<file path="src/rtl/decode2_4_seq.sv">
// decode2_4_seq: buffered 2-to-4 decoder. Encoded {en, code} symbols queue in
// a DEPTH-entry FIFO and are expanded into a registered one-hot word on a
// valid/ready output stream. Total buffering is DEPTH+1 symbols.
// Optional per-code hit counters are enabled by defining DECODE2_4_SEQ_STATS_EN.
module decode2_4_seq #(
  parameter int DEPTH = 4
`ifdef DECODE2_4_SEQ_STATS_EN
  , parameter int CNT_W = 8
`endif
) (
  input  logic                         clk,
  input  logic                         rst_n,
  input  logic                         in_valid,
  output logic                         in_ready,
  input  logic [1:0]                   in_code,
  input  logic                         in_en,
  output logic                         out_valid,
  input  logic                         out_ready,
  output logic [3:0]                   out_onehot,
  output logic [$clog2(DEPTH+2)-1:0]   level
`ifdef DECODE2_4_SEQ_STATS_EN
  ,
  input  logic                         stats_clr,
  output logic [4*CNT_W-1:0]           hit_cnt
`endif
);

  localparam int PW = $clog2(DEPTH);
  localparam int CW = $clog2(DEPTH + 1);
  localparam int LW = $clog2(DEPTH + 2);

  typedef enum logic {EMPTY, FULL} state_t;

  state_t        state;
  state_t        next_state;
  logic [2:0]    mem [DEPTH];
  logic [PW-1:0] wr_ptr;
  logic [PW-1:0] rd_ptr;
  logic [CW-1:0] count;
  logic          push;
  logic          pop;
  logic [2:0]    head;

  // Full/empty comes from the separate count so pointers can wrap freely.
  assign in_ready  = (count != CW'(DEPTH));
  assign push      = in_valid && in_ready;
  assign head      = mem[rd_ptr];
  assign out_valid = (state == FULL);
  assign level     = LW'(count) + LW'(state == FULL);

  // Storage array: written on push only, no reset needed for the data.
  always_ff @(posedge clk) begin
    if (push) begin
      mem[wr_ptr] <= {in_en, in_code};
    end
  end

  // FIFO pointers and occupancy; simultaneous push and pop leave count alone.
  always_ff @(posedge clk or negedge rst_n) begin
    if (!rst_n) begin
      wr_ptr <= '0;
      rd_ptr <= '0;
      count  <= '0;
    end else begin
      if (push) wr_ptr <= wr_ptr + PW'(1);
      if (pop)  rd_ptr <= rd_ptr + PW'(1);
      case ({push, pop})
        2'b10:   count <= count + CW'(1);
        2'b01:   count <= count - CW'(1);
        default: count <= count;
      endcase
    end
  end

  // Output stage state register.
  always_ff @(posedge clk or negedge rst_n) begin
    if (!rst_n) begin
      state <= EMPTY;
    end else begin
      state <= next_state;
    end
  end

  // Output stage next-state: refill the register whenever it is empty or drained.
  always_comb begin
    next_state = state;
    pop        = 1'b0;
    case (state)
      EMPTY: begin
        if (count != '0) begin
          pop        = 1'b1;
          next_state = FULL;
        end
      end
      FULL: begin
        if (out_ready) begin
          if (count != '0) begin
            pop = 1'b1;
          end else begin
            next_state = EMPTY;
          end
        end
      end
      default: next_state = EMPTY;
    endcase
  end

  // Decode the FIFO head into the one-hot register when it is loaded.
  always_ff @(posedge clk or negedge rst_n) begin
    if (!rst_n) begin
      out_onehot <= 4'b0000;
    end else if (pop) begin
      out_onehot <= head[2] ? (4'b0001 << head[1:0]) : 4'b0000;
    end
  end

`ifdef DECODE2_4_SEQ_STATS_EN
  logic [CNT_W-1:0] hits [4];

  // Saturating hit counters per delivered non-zero word; clear has priority.
  always_ff @(posedge clk or negedge rst_n) begin
    if (!rst_n) begin
      for (int k = 0; k < 4; k++) hits[k] <= '0;
    end else if (stats_clr) begin
      for (int k = 0; k < 4; k++) hits[k] <= '0;
    end else if (out_valid && out_ready) begin
      for (int k = 0; k < 4; k++) begin
        if (out_onehot[k] && (hits[k] != {CNT_W{1'b1}})) begin
          hits[k] <= hits[k] + 1'b1;
        end
      end
    end
  end

  for (genvar g = 0; g < 4; g++) begin : g_pack
    assign hit_cnt[g*CNT_W +: CNT_W] = hits[g];
  end
`endif

endmodule
</file>
<file path="config.mk">
export PLATFORM = sky130hd
export DESIGN_NAME = decode2_4_seq
export DESIGN_NICKNAME = d
export VERILOG_FILES = /design/src/rtl/decode2_4_seq.sv
export SDC_FILE = /design/constraint.sdc
export NUM_CORES = 1
export LEC_CHECK = 0
export CAP_MARGIN = 30
export CELL_PAD_IN_SITES_DETAIL_PLACEMENT = 1
export CELL_PAD_IN_SITES_GLOBAL_PLACEMENT = 1
export CORE_MARGIN = 2
export CORE_UTILIZATION = 46
export DETAILED_ROUTE_END_ITERATION = 10
export GPL_TIMING_DRIVEN = 0
export HOLD_SLACK_MARGIN = 0.12
export PLACE_DENSITY = 0.92
export SLEW_MARGIN = 20
export SYNTH_ARGS = -nofsm -noshare
export SYNTH_HDL_FRONTEND = slang
export SYNTH_SLANG_ARGS = --single-unit
</file>
<file path="constraint.sdc">
create_clock -name clk -period 5.4 [get_ports clk]
set_clock_uncertainty 0.15 [all_clocks]
set_input_delay 1.08 -clock clk [delete_from_list [all_inputs] [get_ports clk]]
set_output_delay 1.08 -clock clk [all_outputs]
set_load 0.02 [all_outputs]
</file>
==> results.json <==
{
  "cap_violations": 0,
  "crit_required_ns": 4.17,
  "root_buffer": "clkbuf_4",
  "yosysSeqAreaShare": 0.593,
  "met3_usage": 0.0169,
  "finalCriticalPeriod_ns": 3.25,
  "htreeDepth": 1,
  "critPathKind": "register to output port",
  "register_area_um2": 661,
  "start_kind": "register",
  "drtIter0Drc": 6,
  "ios": 16,
  "drcViolationCount": 0,
  "powerDensity_nw_per_um2": 559,
  "final_cell_mix": "clkdlybuf4s50_1 (15), dfrtp_1 (12), edfxtp_1 (12), inv_1 (7), ha_1 (7)",
  "crit_fanout": 6,
  "synth_xor_area_frac": 0.0551,
  "grt-ovfl-total": 0,
  "vdd_drop_max_mv": 0.255,
  "port_buffers": 15,
  "vias": 641,
  "die_h_um": 53.2,
  "drt_first_pass_iters": 3,
  "final_common_cell": "clkdlybuf4s50_1",
  "core_um2": 2250,
  "synth_compound_area_frac": 0.0427,
  "maxSlewViolCount": 0,
  "syn_avg_cell_area_um2": 14.8,
  "n_antenna_cell": 0,
  "die_w_um": 53.2,
  "cts_sinks": 24,
  "clk_pin_slew_ns": 0.13,
  "synth_cell_types": 25,
  "area_growth_syn_to_layout_pct": 19.0,
  "fin_crit_sh": 0.601,
  "cts_tree": "yes",
  "worstPathArrival_ns": 2.02,
  "ff2ff_setup_slack_ns": 2.94,
  "nets": 110,
  "worstMarginPinSlew_ns": 0.551,
  "synthMuxAreaShare": 0.0831,
  "cts_buffers": 3,
  "grtUsageTotal": 0.174,
  "postCtsSetupBuffers": 0,
  "grt_pass1_wl_um": 3390,
  "cts_resized": 0,
  "status": "complete, no violations",
  "finalSetupTns_ns": 0,
  "fillerInstances": 246,
  "die_area_um2": 2830,
  "yosys.area_share.simple": 0.0955,
  "wirelength_um": 2110,
  "finalHoldViolCount": 0,
  "syn_inst": 75,
  "syn_nets": 90,
  "synth_top_cell_by_area": "edfxtp_1",
  "placed_area_um2": 1300,
  "ant_nets": 0,
  "grt_max_degree": 14,
  "postCtsHoldBufs": 0,
  "clk_path_buf_depth": 2,
  "worstSetupEndpointType": "output port",
  "synth_top_family_by_area": "adder cells",
  "place.gp.congestion": 0.670,
  "rsz0062_at_grt": "false",
  "ys_warn_count": 0,
  "fmax_mhz": 308,
  "synthAdderAreaFrac": 0.0966,
  "ys_seq_elements": 24,
  "grt_pass1_vias": 716,
  "netlist_area_um2": 1110,
  "globalRouteMet2Util": 0.313,
  "grt_busiest_layer": "met2",
  "multi_input_area_um2": 415,
  "antenna_found_initial": 0,
  "clkLatencyLatePin_ns": 0.30,
  "dp_hpwl_um": 1750,
  "timing.slew.headroom": 0.632,
  "setup_viol": 0,
  "synth_top_area_frac": 0.324,
  "p_leak_nw": 0.547,
  "wl_per_cell_um": 17.3,
  "synth_area_leaders": "edfxtp_1 (32%), dfrtp_1 (27%), ha_1 (7.9%), mux4_2 (6.1%), xnor2_1 (3.1%)",
  "viasPerCell": 5.25,
  "drive_gt1_frac": 0.170,
  "fin_area_um2": 1330,
  "initial_utilization": 0.494,
  "hold_class": "register to register",
  "use_met1": 0.212,
  "row_count": 17
}
==> report_power, final <==
part | total (mW) | internal, mW | leakage, nW | switching (mW)
clock network | 0.0794 | 0.0287 | 0.0150 | 0.0507
registers | 0.296 | 0.250 | 0.255 | 0.0462
logic | 0.366 | 0.184 | 0.277 | 0.182
==> cells by family after synthesis <==
| logic type | count (synthesis) |
|---|---|
| DFF | 24 |
| and+or+nand+nor | 17 |
| buffers and inverters | 8 |
| adders and majority gates | 8 |
| xor gates and xnor gates | 7 |
| AOI/OAI and AO/OA | 6 |
| muxes | 5 |
==> synthesized netlist by cell type <==
master      n
and2_4      1
and3_2      4
buf_6       1
dfrtp_1    12
edfxtp_1   12
fa_1        1
ha_1        7
inv_1       7
mux2_4      1
mux2i_1     1
mux4_2      3
nand2_1     3
nand2b_1    2
nand3_1     2
nor2_1      1
nor2b_1     1
nor3_1      1
o21ai_0     2
o2bb2ai_1   2
o31ai_1     1
o31ai_2     1
or3_2       1
or3b_4      1
xnor2_1     4
xor2_1      3
==> through the flow <==
stage               hold slack, ns  worst slack [ns]  cells  power (mW)  utilization
floorplan                    0.356              2.78     75       0.541            -
global placement             0.322              2.15    118       0.640        0.576
detailed placement           0.335              2.06    118       0.675        0.576
CTS                          0.367              2.15    122       0.751        0.588
global route                 0.394              2.09    122       0.794        0.588
finish                       0.360              2.15    122       0.741        0.588
==> state kept, by name, summed over array words and instances, names as in the netlist <==
register	count
count	3
out_valid	1
mem	12
out_onehot	4
wr_ptr	2
rd_ptr	2
==> metal layers <==
metal / routed length (um) / vias up
met2: 1120 / 13
li1: - / 302
met1: 905 / 322
met3: 49 / 4
met4: 36 / 0
met5: 0 / -
==> area by class of cell <==
cell class,instances,area share
flip-flops and latches,24,0.499
multi-input cells,43,0.314
repair buffers,15,0.113
well taps,28,0.0264
clock buffers,4,0.0198
inverters,7,0.0198
plain buffers,1,0.00850
==> critical path, stage by stage (launching register included) <==
cell and delay [ns]:
dfrtp_1 0.48, ha_1 0.22, ha_1 0.20, xor2_1 0.19, clkdlybuf4s50_1 0.63
==> final timing paths <==
path                          startpoint  cells after the start             to
min in group asynchronous          rst_n                      1      rd_ptr[0]
min reg2reg                out_onehot[3]                      1  out_onehot[3]
max                             count[0]                      4       level[2]
min                        out_onehot[3]                      1  out_onehot[3]
max in group asynchronous          rst_n                      1       count[2]
max reg2reg                     count[0]                      9       count[2]
(Power assumes the default switching activity.)
